<file path="config.mk">
export PLATFORM = sky130hd
export DESIGN_NAME = decode_bundle_buffer
export DESIGN_NICKNAME = d
export VERILOG_FILES = /design/src/rtl/decode_bundle_buffer.sv
export SDC_FILE = /design/constraint.sdc
export NUM_CORES = 1
export LEC_CHECK = 0
export ABC_AREA = 1
export CAP_MARGIN = 20
export CORE_MARGIN = 2
export CORE_UTILIZATION = 64
export DETAILED_ROUTE_END_ITERATION = 10
export DONT_BUFFER_PORTS = 1
export GPL_ROUTABILITY_DRIVEN = 0
export PLACE_DENSITY = 0.78
export SLEW_MARGIN = 10
export SYNTH_ARGS = -nofsm -noshare
export SYNTH_HDL_FRONTEND = slang
export SYNTH_SLANG_ARGS = --single-unit
</file>
<file path="constraint.sdc">
create_clock -name clk -period 4.4 [get_ports clk]
set_input_delay 0.88 -clock clk [delete_from_list [all_inputs] [get_ports clk]]
set_output_delay 0.88 -clock clk [all_outputs]
set_load 0.005 [all_outputs]
</file>
<file path="src/rtl/decode_bundle_buffer.sv">
// Multi-lane RV32I decode stage: per-lane opcode decode, kill after jump/illegal,
// and a two-entry head/skid buffer behind a valid/ready handshake.
module decode_bundle_buffer #(
    parameter int LANES  = 2,
    parameter int CTRL_W = 13
) (
    input  logic                    clk,
    input  logic                    rst,
    input  logic                    flush,
    input  logic                    in_valid,
    output logic                    in_ready,
    input  logic [LANES-1:0]        in_lane_valid,
    input  logic [LANES*32-1:0]     in_insn,
    output logic                    out_valid,
    input  logic                    out_ready,
    output logic [LANES-1:0]        out_lane_valid,
    output logic [LANES*32-1:0]     out_insn,
    output logic [LANES*CTRL_W-1:0] out_ctrl
);

    // Encoding is {skid_valid, head_valid} so both flags are plain register bits.
    localparam logic [1:0] S_EMPTY = 2'b00;
    localparam logic [1:0] S_ONE   = 2'b01;
    localparam logic [1:0] S_TWO   = 2'b11;

    function automatic logic [CTRL_W-1:0] decode_ctrl(input logic [6:0] opcode);
        logic       illegal, branch, mem_read, mem_write;
        logic       alu_src_imm, reg_write, alu_src_pc, jump;
        logic [1:0] write_data, alu_op;
        illegal     = 1'b0;
        branch      = 1'b0;
        mem_read    = 1'b0;
        mem_write   = 1'b0;
        alu_src_imm = 1'b0;
        reg_write   = 1'b0;
        alu_src_pc  = 1'b0;
        jump        = 1'b0;
        write_data  = 2'd0;
        alu_op      = 2'd2;
        case (opcode)
            7'b0110011: reg_write = 1'b1;
            7'b0010011: begin
                alu_src_imm = 1'b1;
                reg_write   = 1'b1;
            end
            7'b0000011: begin
                write_data  = 2'd1;
                alu_op      = 2'd0;
                alu_src_imm = 1'b1;
                reg_write   = 1'b1;
                mem_read    = 1'b1;
            end
            7'b1100111: begin
                write_data  = 2'd2;
                alu_op      = 2'd0;
                alu_src_imm = 1'b1;
                reg_write   = 1'b1;
                jump        = 1'b1;
            end
            7'b0100011: begin
                alu_op      = 2'd0;
                alu_src_imm = 1'b1;
                mem_write   = 1'b1;
            end
            7'b1100011: begin
                branch = 1'b1;
                alu_op = 2'd1;
            end
            7'b1101111: begin
                write_data  = 2'd2;
                alu_op      = 2'd0;
                alu_src_imm = 1'b1;
                reg_write   = 1'b1;
                alu_src_pc  = 1'b1;
                jump        = 1'b1;
            end
            7'b0110111: begin
                reg_write   = 1'b1;
                alu_src_imm = 1'b1;
            end
            7'b0010111: begin
                reg_write   = 1'b1;
                alu_src_imm = 1'b1;
                alu_src_pc  = 1'b1;
            end
            default: illegal = 1'b1;
        endcase
        return {illegal, branch, mem_read, write_data, alu_op, mem_write,
                alu_src_imm, reg_write, alu_src_pc, jump, 1'b0};
    endfunction

    logic [1:0]              state, state_next;
    logic [LANES-1:0]        dec_lv_p0;
    logic [LANES*CTRL_W-1:0] dec_ctrl_p0;
    logic                    kill_p0;
    logic                    enq, deq;
    logic                    load_head, load_skid, promote;

    logic [LANES-1:0]        head_lv_p1, skid_lv_p1;
    logic [LANES*32-1:0]     head_insn_p1, skid_insn_p1;
    logic [LANES*CTRL_W-1:0] head_ctrl_p1, skid_ctrl_p1;

    // Decode stage: lanes past the first valid jump/illegal lane are dropped.
    always_comb begin
        dec_lv_p0   = '0;
        dec_ctrl_p0 = '0;
        kill_p0     = 1'b0;
        for (int i = 0; i < LANES; i++) begin
            if (in_lane_valid[i] && !kill_p0) begin
                dec_lv_p0[i] = 1'b1;
                dec_ctrl_p0[i*CTRL_W +: CTRL_W] = decode_ctrl(in_insn[i*32 +: 7]);
                if (dec_ctrl_p0[i*CTRL_W + CTRL_W - 1] || dec_ctrl_p0[i*CTRL_W + 1])
                    kill_p0 = 1'b1;
            end
        end
    end

    assign in_ready  = ~state[1];
    assign out_valid = state[0];
    // Empty bundles complete the handshake but never occupy an entry.
    assign enq = in_valid && in_ready && !flush && (|in_lane_valid);
    assign deq = out_valid && out_ready;

    always_ff @(posedge clk or posedge rst) begin
        if (rst)
            state <= S_EMPTY;
        else
            state <= state_next;
    end

    always_comb begin
        state_next = state;
        if (flush) begin
            state_next = S_EMPTY;
        end else begin
            case (state)
                S_EMPTY: if (enq) state_next = S_ONE;
                S_ONE: begin
                    if (enq && !deq)
                        state_next = S_TWO;
                    else if (deq && !enq)
                        state_next = S_EMPTY;
                end
                S_TWO:   if (deq) state_next = S_ONE;
                default: state_next = S_EMPTY;
            endcase
        end
    end

    always_comb begin
        load_head = 1'b0;
        load_skid = 1'b0;
        promote   = 1'b0;
        if (!flush) begin
            load_head = enq && ((state == S_EMPTY) || ((state == S_ONE) && deq));
            load_skid = enq && (state == S_ONE) && !deq;
            promote   = deq && (state == S_TWO);
        end
    end

    // Buffer stage: head drives the outputs directly.
    always_ff @(posedge clk or posedge rst) begin
        if (rst) begin
            head_lv_p1   <= '0;
            head_insn_p1 <= '0;
            head_ctrl_p1 <= '0;
        end else if (load_head) begin
            head_lv_p1   <= dec_lv_p0;
            head_insn_p1 <= in_insn;
            head_ctrl_p1 <= dec_ctrl_p0;
        end else if (promote) begin
            head_lv_p1   <= skid_lv_p1;
            head_insn_p1 <= skid_insn_p1;
            head_ctrl_p1 <= skid_ctrl_p1;
        end
    end

    always_ff @(posedge clk) begin
        if (load_skid) begin
            skid_lv_p1   <= dec_lv_p0;
            skid_insn_p1 <= in_insn;
            skid_ctrl_p1 <= dec_ctrl_p0;
        end
    end

    assign out_lane_valid = head_lv_p1;
    assign out_insn       = head_insn_p1;
    assign out_ctrl       = head_ctrl_p1;

endmodule

</file>
==> results of run 1 <==
-- cells by family (layout without fill, tap and decap cells) --
kind of cell / Yosys count / in the layout
AND/OR/NAND/NOR: 330 / 330
flip-flops: 174 / 174
buffers and inverters: 80 / 77
other: 1 / 2
multiplexers: 4 / 4
adder cells (fa/ha/maj): 4 / 4
AO/OA/AOI/OAI: 91 / 91
-- worst max-delay path, cell delays in order --
cell and delay, ns:
sky130_fd_sc_hd__inv_1 0.21, sky130_fd_sc_hd__nand2_1 0.17, sky130_fd_sc_hd__nand4_2 0.14, sky130_fd_sc_hd__inv_2 0.06, sky130_fd_sc_hd__nand2_4 0.34, sky130_fd_sc_hd__nand2_2 0.20
sky130_fd_sc_hd__inv_2 0.60, sky130_fd_sc_hd__buf_12 0.28, sky130_fd_sc_hd__nand2_1 0.08, sky130_fd_sc_hd__o21ai_0 0.09
-- flip-flops by register name, indices dropped and copies added (netlist names) --
name	cells
skid_lv_p1	2
skid_insn_p1	64
out_lane_valid	2
state	2
out_ctrl	20
skid_ctrl_p1	20
out_insn	64
-- layer usage --
layer,GRT usage [%],vias up
li1,-,2288
met1,33.4,2437
met2,43.3,262
met3,10.4,36
met4,10.1,0
met5,0,-
-- worst paths after layout --
check	startpoint	endpoint	slack (ns)	depth (start not counted)
min in group clk	skid_ctrl_p1[5]	out_ctrl[5]	0.49	2
hold / removal	rst	out_insn[51]	0.37	1
hold reg to reg	skid_ctrl_p1[5]	out_ctrl[5]	0.49	2
max in group asynchronous	rst	out_ctrl[3]	3.38	2
setup reg to reg	state[0]	out_insn[42]	1.74	10
setup / recovery	in_lane_valid[0]	out_insn[42]	1.66	10
-- through the flow --
| stage | setup WS (ns) | total power [W] | util, % | area [um^2] |
|---|---|---|---|---|
| after floorplan | 0.983 | 0.00296 | - | 7260 |
| after global placement | 1.34 | 0.00313 | 66.5 | 7270 |
| after detailed placement | 1.24 | 0.00320 | 66.8 | 7300 |
| after CTS | 1.65 | 0.00470 | 72.2 | 7900 |
| after global routing | 1.42 | 0.00492 | 72.2 | 7900 |
| final | 1.66 | 0.00467 | 72.2 | 7900 |
-- synth_stat cells (2+ instances only) --
| master | n |
|---|---|
| sky130_fd_sc_hd__o21ai_2 | 3 |
| sky130_fd_sc_hd__buf_4 | 7 |
| sky130_fd_sc_hd__buf_2 | 27 |
| sky130_fd_sc_hd__nand4_1 | 4 |
| sky130_fd_sc_hd__nor2_1 | 51 |
| sky130_fd_sc_hd__o21ai_1 | 5 |
| sky130_fd_sc_hd__o211ai_1 | 11 |
| sky130_fd_sc_hd__a21boi_0 | 2 |
| sky130_fd_sc_hd__inv_1 | 25 |
| sky130_fd_sc_hd__nor2_4 | 5 |
| sky130_fd_sc_hd__a21oi_1 | 34 |
| sky130_fd_sc_hd__nand2_1 | 150 |
| sky130_fd_sc_hd__nand2_2 | 8 |
| sky130_fd_sc_hd__dfrtp_1 | 88 |
| sky130_fd_sc_hd__a31oi_1 | 4 |
| sky130_fd_sc_hd__edfxtp_1 | 86 |
| sky130_fd_sc_hd__nand3_1 | 99 |
| sky130_fd_sc_hd__o21ai_0 | 29 |
| sky130_fd_sc_hd__ha_1 | 4 |
| sky130_fd_sc_hd__clkbuf_1 | 6 |
| sky130_fd_sc_hd__nor2_2 | 2 |
| sky130_fd_sc_hd__inv_2 | 12 |
| sky130_fd_sc_hd__nor3_1 | 6 |
| sky130_fd_sc_hd__mux2i_1 | 4 |
-- area by class of cell --
| class | instances | area, um^2 |
|---|---|---|
| clock inverters | 14 | 168 |
| multi-input cells | 431 | 2090 |
| repair buffers | 8 | 105 |
| inverters | 37 | 143 |
| clock buffers | 18 | 429 |
| well taps | 140 | 175 |
| flip-flops and latches | 174 | 4780 |
| fillers | 765 | 3040 |
-- where the power goes --
part           internal, W  switching (W)  leakage [nW]
clock network     0.000893       0.000607         0.278
registers          0.00214       0.000357          1.84
logic             0.000243       0.000435          1.16
total              0.00328        0.00140          3.29
==> metrics.sh, run 1 <==
OUTCOME='finished clean'
CRITICAL_PATH_CLASS='input pin to flop'
DIE_WIDTH_UM=110
TIMING.HOLD.WS_NS=0.371
START_KIND='input pin'
POWER_PER_CELL_AREA_nW_PER_UM2=592
AREA_SHARE_OF_XOR_XNOR_CELLS_IN_THE_SYNTHESIZED_DESIGN_PCT=0
SYN_AREA_UM2=7250
ROUTE.MET3.WL_MM=1.67
WORSTMARGINPINSLEW_NS=0.742
SYNTH.TOP_CELL.AREA_SHARE_PCT=35.6
YOSYSWARNINGCOUNT=0
POST_SYNTHESIS_TO_FINAL_LAYOUT_AREA_GROWTH_PCT=8.88
DETAIL_ROUTE.WIRELENGTH_MM=16.0
GRT_SETUP_UNREPAIRED='no'
SYNTH_AREA_PER_CELL_UM2=10.6
POST_SYNTH_NUM_CELL_TYPES=36
INITIAL_CORE_UTIL_PCT=66.3
TRITONCTS='built'
SYNTH_ENABLE_FLOP_CELLS=86
VIAS_POST_DR=5023
REMAINING_DRC_ERRORS=0
ANTENNA_VIOLATING_NETS_POST_ROUTE=0
WORST_EP_REQUIRED_TIME_NS=4.72
CLKTRANSATPATHREGS_NS=0.06
DPL.HPWL_MM=10.4
INSTANCES_NO_FILL=822
SKEW_NS=0.00702
ROUTE.MET2.WL_MM=7.97
YS_FF_LATCH=174
YOSYS-MUX-AREA-FRACTION_PCT=0.552
INSERTEDDIODECOUNT=0
MET1_LENGTH_MM=6.00
END_KIND='flop'
FIN_CRIT_NS=2.74
FINAL-SETUP-VIOL-COUNT=0
POST-PLACE-CELLS=790
TIMING.FINAL.CRIT_SHARE_PCT=62.3
ROW_COUNT=38
SYNTHESIS.INSTANCES=684
SYNTH_TOP_FLOP_CELL='sky130_fd_sc_hd__dfrtp_1'
WORST_HOLD_PATH_TYPE='input pin to async pin'
ASYNC_FLOP_SHARE_PCT=50.6
TOTAL_DIE_AREA_UM2=12200
DRT_PRE_ANTENNA_ITERS=7
DRV.MAX_CAP_VIOLATION_COUNT=0
GRT.OVERFLOW.TOTAL=0
DIEHEIGHT_UM=110
SYNTH-SEQ-AREA-SHARE_PCT=66.0
FINALHOLDVIOLCOUNT=0
CLOCK_PATH_BUFFERS=2
TOP_LAYER_USED='met4'
CTS-ROOT-BUF='sky130_fd_sc_hd__clkbuf_16'
POSTCTSSETUPBUFFERS=0
FINAL_CELL_MIX='150 x sky130_fd_sc_hd__nand2_1, 99 x sky130_fd_sc_hd__nand3_1, 88 x sky130_fd_sc_hd__dfrtp_1'
CLOCK_TREE.HTREE_LEVEL_COUNT=4
MAIN_COMBINATIONAL_CELL_FAMILY_BY_AREA_AFTER_SYNTHESIS='simple AND/OR/NAND/NOR gates'
NUMBER_OF_ANTENNA_VIOLATIONS_AT_THE_FIRST_CHECK_IN_GLOBAL_ROUTING=0
QUANTITY_OF_GATES_RESIZED_FOLLOWING_CTS=0
CTS_HOLD_REPAIR.BUFFERS=0
FINISH.NET_COUNT=744
GRT_FIRST_PASS_WIRELENGTH_MM=26.1
DRTITER0DRC=628
TRACK_USAGE_PCT=26.9
DRIVE_ABOVE_1_SHARE_PCT=10.7
FIRST_GLOBAL_VIAS=5012
CTS_INSERTED_BUFFERS=17
IO_BUFFER_COUNT=0
GRT_MAX_DEGREE=57
TIMING.CRITICAL_PATH.FANOUT_MAX=39
FINAL_COMMON_CELL='sky130_fd_sc_hd__nand2_1'
MAX_CLOCK_FREQ_MHz=365
TOTAL_I_O_PIN_COUNT=165
NUMCLOCKSINKS=174
MAX_SLEW_VIOLATION_COUNT=0
WORST_SKEW_PAIR.LATE_LATENCY_NS=0.42
SETUP_TNS_NS=0
WORST_EP_ARRIVAL_NS=3.07
SYNTHTOPCELLSBYAREA='sky130_fd_sc_hd__edfxtp_1 36%, sky130_fd_sc_hd__dfrtp_1 30%, sky130_fd_sc_hd__nand2_1 7.8%, sky130_fd_sc_hd__nand3_1 6.8%, sky130_fd_sc_hd__nor2_1 2.6%'
ROUTE.DETAILED.VIAS_PER_INST=6.11
SYNTHADDERAREAFRAC_PCT=0.690
SYNTHSIMPLEGATEAREAFRAC_PCT=20.4
WORST_IR_DROP_VDD_V=0.000297
FP.COREAREA_UM2=10900
WL_PER_CELL_UM=19.5
LEAKAGE_nW=3.29
SYNTH_COMPOUND_GATE_AREA_SHARE_PCT=7.04
TIMING.MAX_SLEW.REL_SLACK_PCT=50.5
SYNTH_TOP_CELL_BY_AREA='sky130_fd_sc_hd__edfxtp_1'
Power figures use the tool's default switching activity.
==> inputs of run 2 (changes only) <==
--- a/config.mk
+++ b/config.mk
@@ -8,11 +8,11 @@
 export ABC_AREA = 1
 export CAP_MARGIN = 20
 export CORE_MARGIN = 2
-export CORE_UTILIZATION = 64
+export CORE_UTILIZATION = 57
 export DETAILED_ROUTE_END_ITERATION = 10
 export DONT_BUFFER_PORTS = 1
 export GPL_ROUTABILITY_DRIVEN = 0
-export PLACE_DENSITY = 0.78
+export PLACE_DENSITY = 0.73
 export SLEW_MARGIN = 10
 export SYNTH_ARGS = -nofsm -noshare
 export SYNTH_HDL_FRONTEND = slang
==> constraint.sdc (replaced) <==
create_clock -name clk -period 2.33 [get_ports clk]
set_input_delay 0.466 -clock clk [delete_from_list [all_inputs] [get_ports clk]]
set_output_delay 0.466 -clock clk [all_outputs]
set_load 0.005 [all_outputs]
==> metrics.sh, run 2 (synthesized netlist as in run 1, its figures left out) <==
FP.COREAREA_UM2=12500  # +14%
WL_PER_CELL_UM=18.1  # -6.9%
START_KIND='flop'
TRITONCTS='built'
TOTAL_I_O_PIN_COUNT=165  # unchanged
CLKTRANSATPATHREGS_NS=0.07  # about the same
REMAINING_DRC_ERRORS=0  # unchanged
CRITICAL_PATH_CLASS='flop to flop'
TOTAL_DIE_AREA_UM2=13600  # +12%
WORST_EP_ARRIVAL_NS=2.45  # -0.62 ns
FIN_CRIT_NS=2.09
NUM-FILL-CELLS=953  # +25%
DRV.MAX_CAP_VIOLATION_COUNT=0  # unchanged
LEAKAGE_nW=3.31  # +0.76%
FIN_AREA_UM2=8050  # +1.9%
POSTCTSSETUPBUFFERS=0  # unchanged
DRTITER0DRC=327  # -48%
CTS_INSERTED_BUFFERS=17  # unchanged
MAX_SLEW_VIOLATION_COUNT=0  # unchanged
INSTANCES_NO_FILL=861  # +4.7%
NUMCLOCKSINKS=174  # unchanged
FINAL-SETUP-VIOL-COUNT=0  # unchanged
FINISH.NET_COUNT=751  # +0.94%
CTS-ROOT-BUF='sky130_fd_sc_hd__clkbuf_16'
CLOCK_TREE.HTREE_LEVEL_COUNT=4  # unchanged
TIMING.CRITICAL_PATH.FANOUT_MAX=27  # -31%
FINAL_COMMON_CELL='sky130_fd_sc_hd__nand2_1'
WORST_SKEW_PAIR.LATE_LATENCY_NS=0.42  # about the same
MAX_CLOCK_FREQ_MHz=477
DIEHEIGHT_UM=117  # +5.7%
WORST_EP_REQUIRED_TIME_NS=2.68  # -2.04 ns
IO_BUFFER_COUNT=0  # unchanged
SKEW_NS=0.00711  # +0.0000974 ns
INITIAL_CORE_UTIL_PCT=58.0  # -8.4 points
END_KIND='flop'
GRT_FIRST_PASS_WIRELENGTH_MM=24.4  # -6.2%
WORST_HOLD_PATH_TYPE='input pin to async pin'
R2R.WORST_PATH.CELLS=10  # unchanged
GRT_SETUP_UNREPAIRED='no'
WORSTMARGINPINSLEW_NS=0.730  # -0.0112 ns
FIRST_GLOBAL_VIAS=4721  # -5.8%
DRIVE_ABOVE_1_SHARE_PCT=12.8  # +2.1 points
POST_DP_CELL_AREA_UM2=7480  # +2.5%
ANTENNA_VIOLATING_NETS_POST_ROUTE=0  # unchanged
ROW_COUNT=41  # +7.9%
WORSTREG2REGSTART='state[0]'
VIAS_POST_DR=4891  # -2.6%
GRT_MAX_DEGREE=48  # -16%
POST-PLACE-CELLS=829  # +4.9%
NUMBER_OF_ANTENNA_VIOLATIONS_AT_THE_FIRST_CHECK_IN_GLOBAL_ROUTING=0  # unchanged
POWER_PER_CELL_AREA_nW_PER_UM2=1080  # +83%
FINALHOLDVIOLCOUNT=0  # unchanged
CLOCK_PATH_BUFFERS=2  # unchanged
GRT.OVERFLOW.TOTAL=0  # unchanged
ROUTE.DETAILED.VIAS_PER_INST=5.68  # -7.0%
REG2REG_SLACK_NS=0.24  # -1.50 ns
TIMING.MAX_SLEW.REL_SLACK_PCT=51.2  # +0.72 points
POST-LAYOUT-TOTAL-POWER_W=0.00871  # +86%
DIE_WIDTH_UM=117  # +5.7%
TIMING.HOLD.WS_NS=0.0294  # -0.341 ns
TRACK_USAGE_PCT=23.6  # -3.3 points
TIMING.FINAL.CRIT_SHARE_PCT=89.9
DRT_PRE_ANTENNA_ITERS=4  # -3
POST_SYNTHESIS_TO_FINAL_LAYOUT_AREA_GROWTH_PCT=11.0
DETAIL_ROUTE.WIRELENGTH_MM=15.6  # -2.5%
INSERTEDDIODECOUNT=0  # unchanged
WORST_IR_DROP_VDD_V=0.000522  # +76%
FINAL_CELL_MIX='148 x sky130_fd_sc_hd__nand2_1, 99 x sky130_fd_sc_hd__nand3_1, 88 x sky130_fd_sc_hd__dfrtp_1'
OUTCOME='finished clean'
DPL.HPWL_MM=10.7  # +2.5%
CRITICAL_PATH.REG2REG.ENDPOINT='out_insn[16]'
-- run 2: cell type report --
class / instances / area (um^2) / area share [%]
Multi-Input combinational cell: 431 / 2120 / 26.3
Clock buffer: 17 / 425 / 5.28
Timing Repair Buffer: 15 / 204 / 2.53
Sequential cell: 174 / 4780 / 59.4
Inverter: 37 / 164 / 2.04
Clock inverter: 15 / 139 / 1.72
Tap cell: 172 / 215 / 2.67
-- run 2: metrics by stage --
| stage | setup TNS [ns] | utilization (%) | worst slack, ns |
|---|---|---|---|
| detailed placement | 0 | 59.8 | 0.138 |
| global placement | 0 | 59.8 | 0.273 |
| global route | 0 | 64.3 | 0.0430 |
| CTS | 0 | 64.3 | 0.130 |
| finish | 0 | 64.3 | 0.235 |
| floorplan | -6.28 | - | -0.0731 |
-- run 2: how the worst max path moves through the flow --
stage	slack [ns]	from	endpoint	cells after the start
global placement	0.27	state[0]	out_insn[3]	10
floorplan	-0.07	in_lane_valid[0]	skid_ctrl_p1[10]	6
CTS	0.13	state[0]	out_insn[16]	10
global route	0.04	state[0]	out_insn[16]	10
finish	0.24	state[0]	out_insn[16]	10
detailed placement	0.14	state[0]	out_insn[3]	10
-- run 2: what timing repair did --
item | in CTS | in global routing
gates resized for setup | 0 | 1
endpoints found under the setup margin | 0 | 12
hold buffers | 0 | 0
-- run 2: critical path, stage by stage, from the launching register on --
cell and delay (ns):
sky130_fd_sc_hd__dfrtp_1 0.46, sky130_fd_sc_hd__inv_1 0.10, sky130_fd_sc_hd__ha_1 0.23, sky130_fd_sc_hd__inv_1 0.05
sky130_fd_sc_hd__o21ai_1 0.09, sky130_fd_sc_hd__nand2_4 0.18, sky130_fd_sc_hd__nand2_2 0.16, sky130_fd_sc_hd__inv_2 0.28
sky130_fd_sc_hd__buf_6 0.27, sky130_fd_sc_hd__nand2_1 0.09, sky130_fd_sc_hd__nand3_1 0.08
-- run 2: power breakdown --
part           internal, W  switching, W  leakage (nW)
combinational     0.000496      0.000814          1.20
clock              0.00148       0.00121         0.263
sequential         0.00404      0.000664          1.84
total              0.00602       0.00269          3.31
-- run 2: metal layers --
| metal | GRT usage, % | part of all wire [%] | vias to the layer above |
|---|---|---|---|
| met5 | 0 | 0 | - |
| met4 | 8.71 | 2.2 | 0 |
| met3 | 9.17 | 9.2 | 26 |
| met2 | 37.5 | 49 | 178 |
| met1 | 29.7 | 40 | 2381 |
| li1 | - | - | 2306 |
==> inputs of run 3 (changes only) <==
--- a/config.mk
+++ b/config.mk
@@ -12,7 +12,7 @@
 export DETAILED_ROUTE_END_ITERATION = 10
 export DONT_BUFFER_PORTS = 1
 export GPL_ROUTABILITY_DRIVEN = 0
-export PLACE_DENSITY = 0.73
+export PLACE_DENSITY_LB_ADDON = 0.2
 export SLEW_MARGIN = 10
 export SYNTH_ARGS = -nofsm -noshare
 export SYNTH_HDL_FRONTEND = slang
==> metrics.sh, run 3 (synthesized netlist as in run 1, its figures left out) <==
INITIAL_CORE_UTIL_PCT=58.0  # unchanged
NUMCLOCKSINKS=174  # unchanged
MULTIINPUTGATEAREA_UM2=2120  # unchanged
TIMING.HOLD.WS_NS=0.132  # +0.102 ns
CTS_INSERTED_BUFFERS=17  # unchanged
FIN_CRIT_NS=2.03  # -0.0649 ns
CTS-ROOT-BUF='sky130_fd_sc_hd__clkbuf_16'
POWER_PER_CELL_AREA_nW_PER_UM2=1080  # -0.41%
CLKTRANSATPATHREGS_NS=0.06  # about the same
DRT_PRE_ANTENNA_ITERS=5  # +1
REG2REG_SLACK_NS=0.30  # +0.06 ns
WORST_IR_DROP_VDD_V=0.000474  # -9.3%
DIEHEIGHT_UM=117  # unchanged
INSERTEDDIODECOUNT=0  # unchanged
CLOCK_PATH_BUFFERS=2  # unchanged
NUM-FILL-CELLS=1006  # +5.6%
FINISH.NET_COUNT=752  # +0.13%
FINAL_COMMON_CELL='sky130_fd_sc_hd__nand2_1'
DPL.HPWL_MM=10.6  # -0.71%
POST_SYNTHESIS_TO_FINAL_LAYOUT_AREA_GROWTH_PCT=10.9  # about the same
TOTAL_DIE_AREA_UM2=13600  # unchanged
DRV.MAX_CAP_VIOLATION_COUNT=0  # unchanged
GRT_MAX_DEGREE=71  # +48%
WORST_EP_REQUIRED_TIME_NS=2.63  # -0.05 ns
POSTCTSSETUPBUFFERS=0  # unchanged
R2R.WORST_PATH.CELLS=10  # unchanged
FP.COREAREA_UM2=12500  # unchanged
CRITICAL_PATH_CLASS='flop to flop'
DRTITER0DRC=379  # +16%
DIE_WIDTH_UM=117  # unchanged
TRITONCTS='built'
FINAL_CELL_MIX='148 x sky130_fd_sc_hd__nand2_1, 99 x sky130_fd_sc_hd__nand3_1, 88 x sky130_fd_sc_hd__dfrtp_1'
ROW_COUNT=41  # unchanged
GRT_FIRST_PASS_WIRELENGTH_MM=24.7  # +1.2%
WORSTHOLDSTART='in_insn[40]'
FIRST_GLOBAL_VIAS=4916  # +4.1%
CRITICAL_PATH.REG2REG.ENDPOINT='out_insn[53]'
TIMING.FINAL.CRIT_SHARE_PCT=87.1  # -2.8 points
QUANTITY_OF_GATES_RESIZED_FOLLOWING_CTS=0  # unchanged
WL_PER_CELL_UM=18.4  # +1.4%
TIMING.CRITICAL_PATH.FANOUT_MAX=43  # +59%
FINALHOLDVIOLCOUNT=0  # unchanged
WHS_PATH_DEPTH=0
ROUTE.DETAILED.VIAS_PER_INST=5.69  # +0.13%
OUTCOME='finished clean'
WORST_EP_ARRIVAL_NS=2.33  # -0.12 ns
REMAINING_DRC_ERRORS=0  # unchanged
IO_BUFFER_COUNT=0  # unchanged
WORST_SKEW_PAIR.LATE_LATENCY_NS=0.43  # about the same
GRT_SETUP_UNREPAIRED='no'
LEAKAGE_nW=3.32  # +0.27%
DRIVE_ABOVE_1_SHARE_PCT=12.2  # -0.60 points
MIN_TO='skid_insn_p1[40]'
END_KIND='flop'
TRACK_USAGE_PCT=24.0  # +0.33 points
SKEW_NS=0.00755  # +0.000439 ns
MAX_SLEW_VIOLATION_COUNT=0  # unchanged
DETAIL_ROUTE.WIRELENGTH_MM=15.9  # +1.5%
WORST_SETUP_PATH_STARTPOINT='state[1]'
CLOCK_TREE.HTREE_LEVEL_COUNT=4  # unchanged
POST-LAYOUT-TOTAL-POWER_W=0.00867  # -0.49%
MAX_CLOCK_FREQ_MHz=493  # +3.2%
WORSTREG2REGSTART='state[1]'
FINAL-SETUP-VIOL-COUNT=0  # unchanged
CTS_HOLD_REPAIR.BUFFERS=1  # +1
NUMBER_OF_ANTENNA_VIOLATIONS_AT_THE_FIRST_CHECK_IN_GLOBAL_ROUTING=0  # unchanged
TOTAL_I_O_PIN_COUNT=165  # unchanged
WORST_HOLD_PATH_TYPE='input pin to flop'
VIAS_POST_DR=4903  # +0.25%
LAYOUT.AREA.SEQ_UM2=4780  # unchanged
ANTENNA_VIOLATING_NETS_POST_ROUTE=0  # unchanged
START_KIND='flop'
GRT.OVERFLOW.TOTAL=0  # unchanged
-- run 3: cell types whose count changed in the layout (fill, tap and decap cells not counted), sizes merged --
cell         previous run  this run
clkbuf                 17        27
clkinvlp                7         4
dlygate4sd3             0         1
clkinv                  4         3
inv                    40        35
bufinv                  1         0
-- run 3: worst max-delay path by stage --
| stage | slack (ns) | end | depth (start not counted) |
|---|---|---|---|
| 6_report | 0.30 | out_insn[53] | 10 |
| 5_1_grt | 0.18 | out_insn[11] | 10 |
| 4_1_cts | 0.32 | out_lane_valid[0] | 10 |
| 3_5_place_dp | 0.33 | out_insn[53] | 10 |
| 3_3_place_gp | 0.41 | out_lane_valid[0] | 10 |
| 2_1_floorplan | -0.07 | skid_ctrl_p1[10] | 6 |
-- run 3: worst max-delay path, stage by stage (launching register included) --
cell and delay (ns):
sky130_fd_sc_hd__dfrtp_1 0.42, sky130_fd_sc_hd__inv_2 0.13, sky130_fd_sc_hd__ha_1 0.20, sky130_fd_sc_hd__inv_1 0.06
sky130_fd_sc_hd__o21ai_1 0.22, sky130_fd_sc_hd__nand2_4 0.10, sky130_fd_sc_hd__nand2_2 0.16, sky130_fd_sc_hd__inv_2 0.19
sky130_fd_sc_hd__buf_12 0.23, sky130_fd_sc_hd__nand2_1 0.08, sky130_fd_sc_hd__o21ai_0 0.08
-- run 3: cell type report --
type / instances / share of cell area, %
clock inverter: 5 / 0.373
inverter: 37 / 2.04
clock buffer: 27 / 6.64
sequential: 174 / 59.5
timing repair buffer: 16 / 2.46
multi-input combinational: 431 / 26.4
tap: 172 / 2.67
-- run 3: per-stage QoR --
step	cells	worst slack (ns)	util, %	TNS (ns)	cell area (um^2)
2_1_floorplan	685	-0.0731	-	-6.28	7310
3_3_place_gp	829	0.409	59.7	0	7470
3_5_place_dp	829	0.327	59.7	0	7470
4_1_cts	862	0.321	64.3	0	8050
5_1_grt	862	0.177	64.3	0	8050
6_report	862	0.300	64.3	0	8050
-- run 3: routing by layer --
layer / track usage, % / vias to the layer above / routed length, um
li1: - / 2308 / -
met1: 28.7 / 2361 / 6230
met2: 38.6 / 193 / 7640
met3: 8.81 / 41 / 1460
met4: 11.8 / 0 / 533
met5: 0 / - / 0
-- run 3: where the power goes --
group / internal [W] / total (W) / switching [W]
clock: 0.00157 / 0.00266 / 0.00110
combinational: 0.000495 / 0.00129 / 0.000799
sequential: 0.00404 / 0.00471 / 0.000669
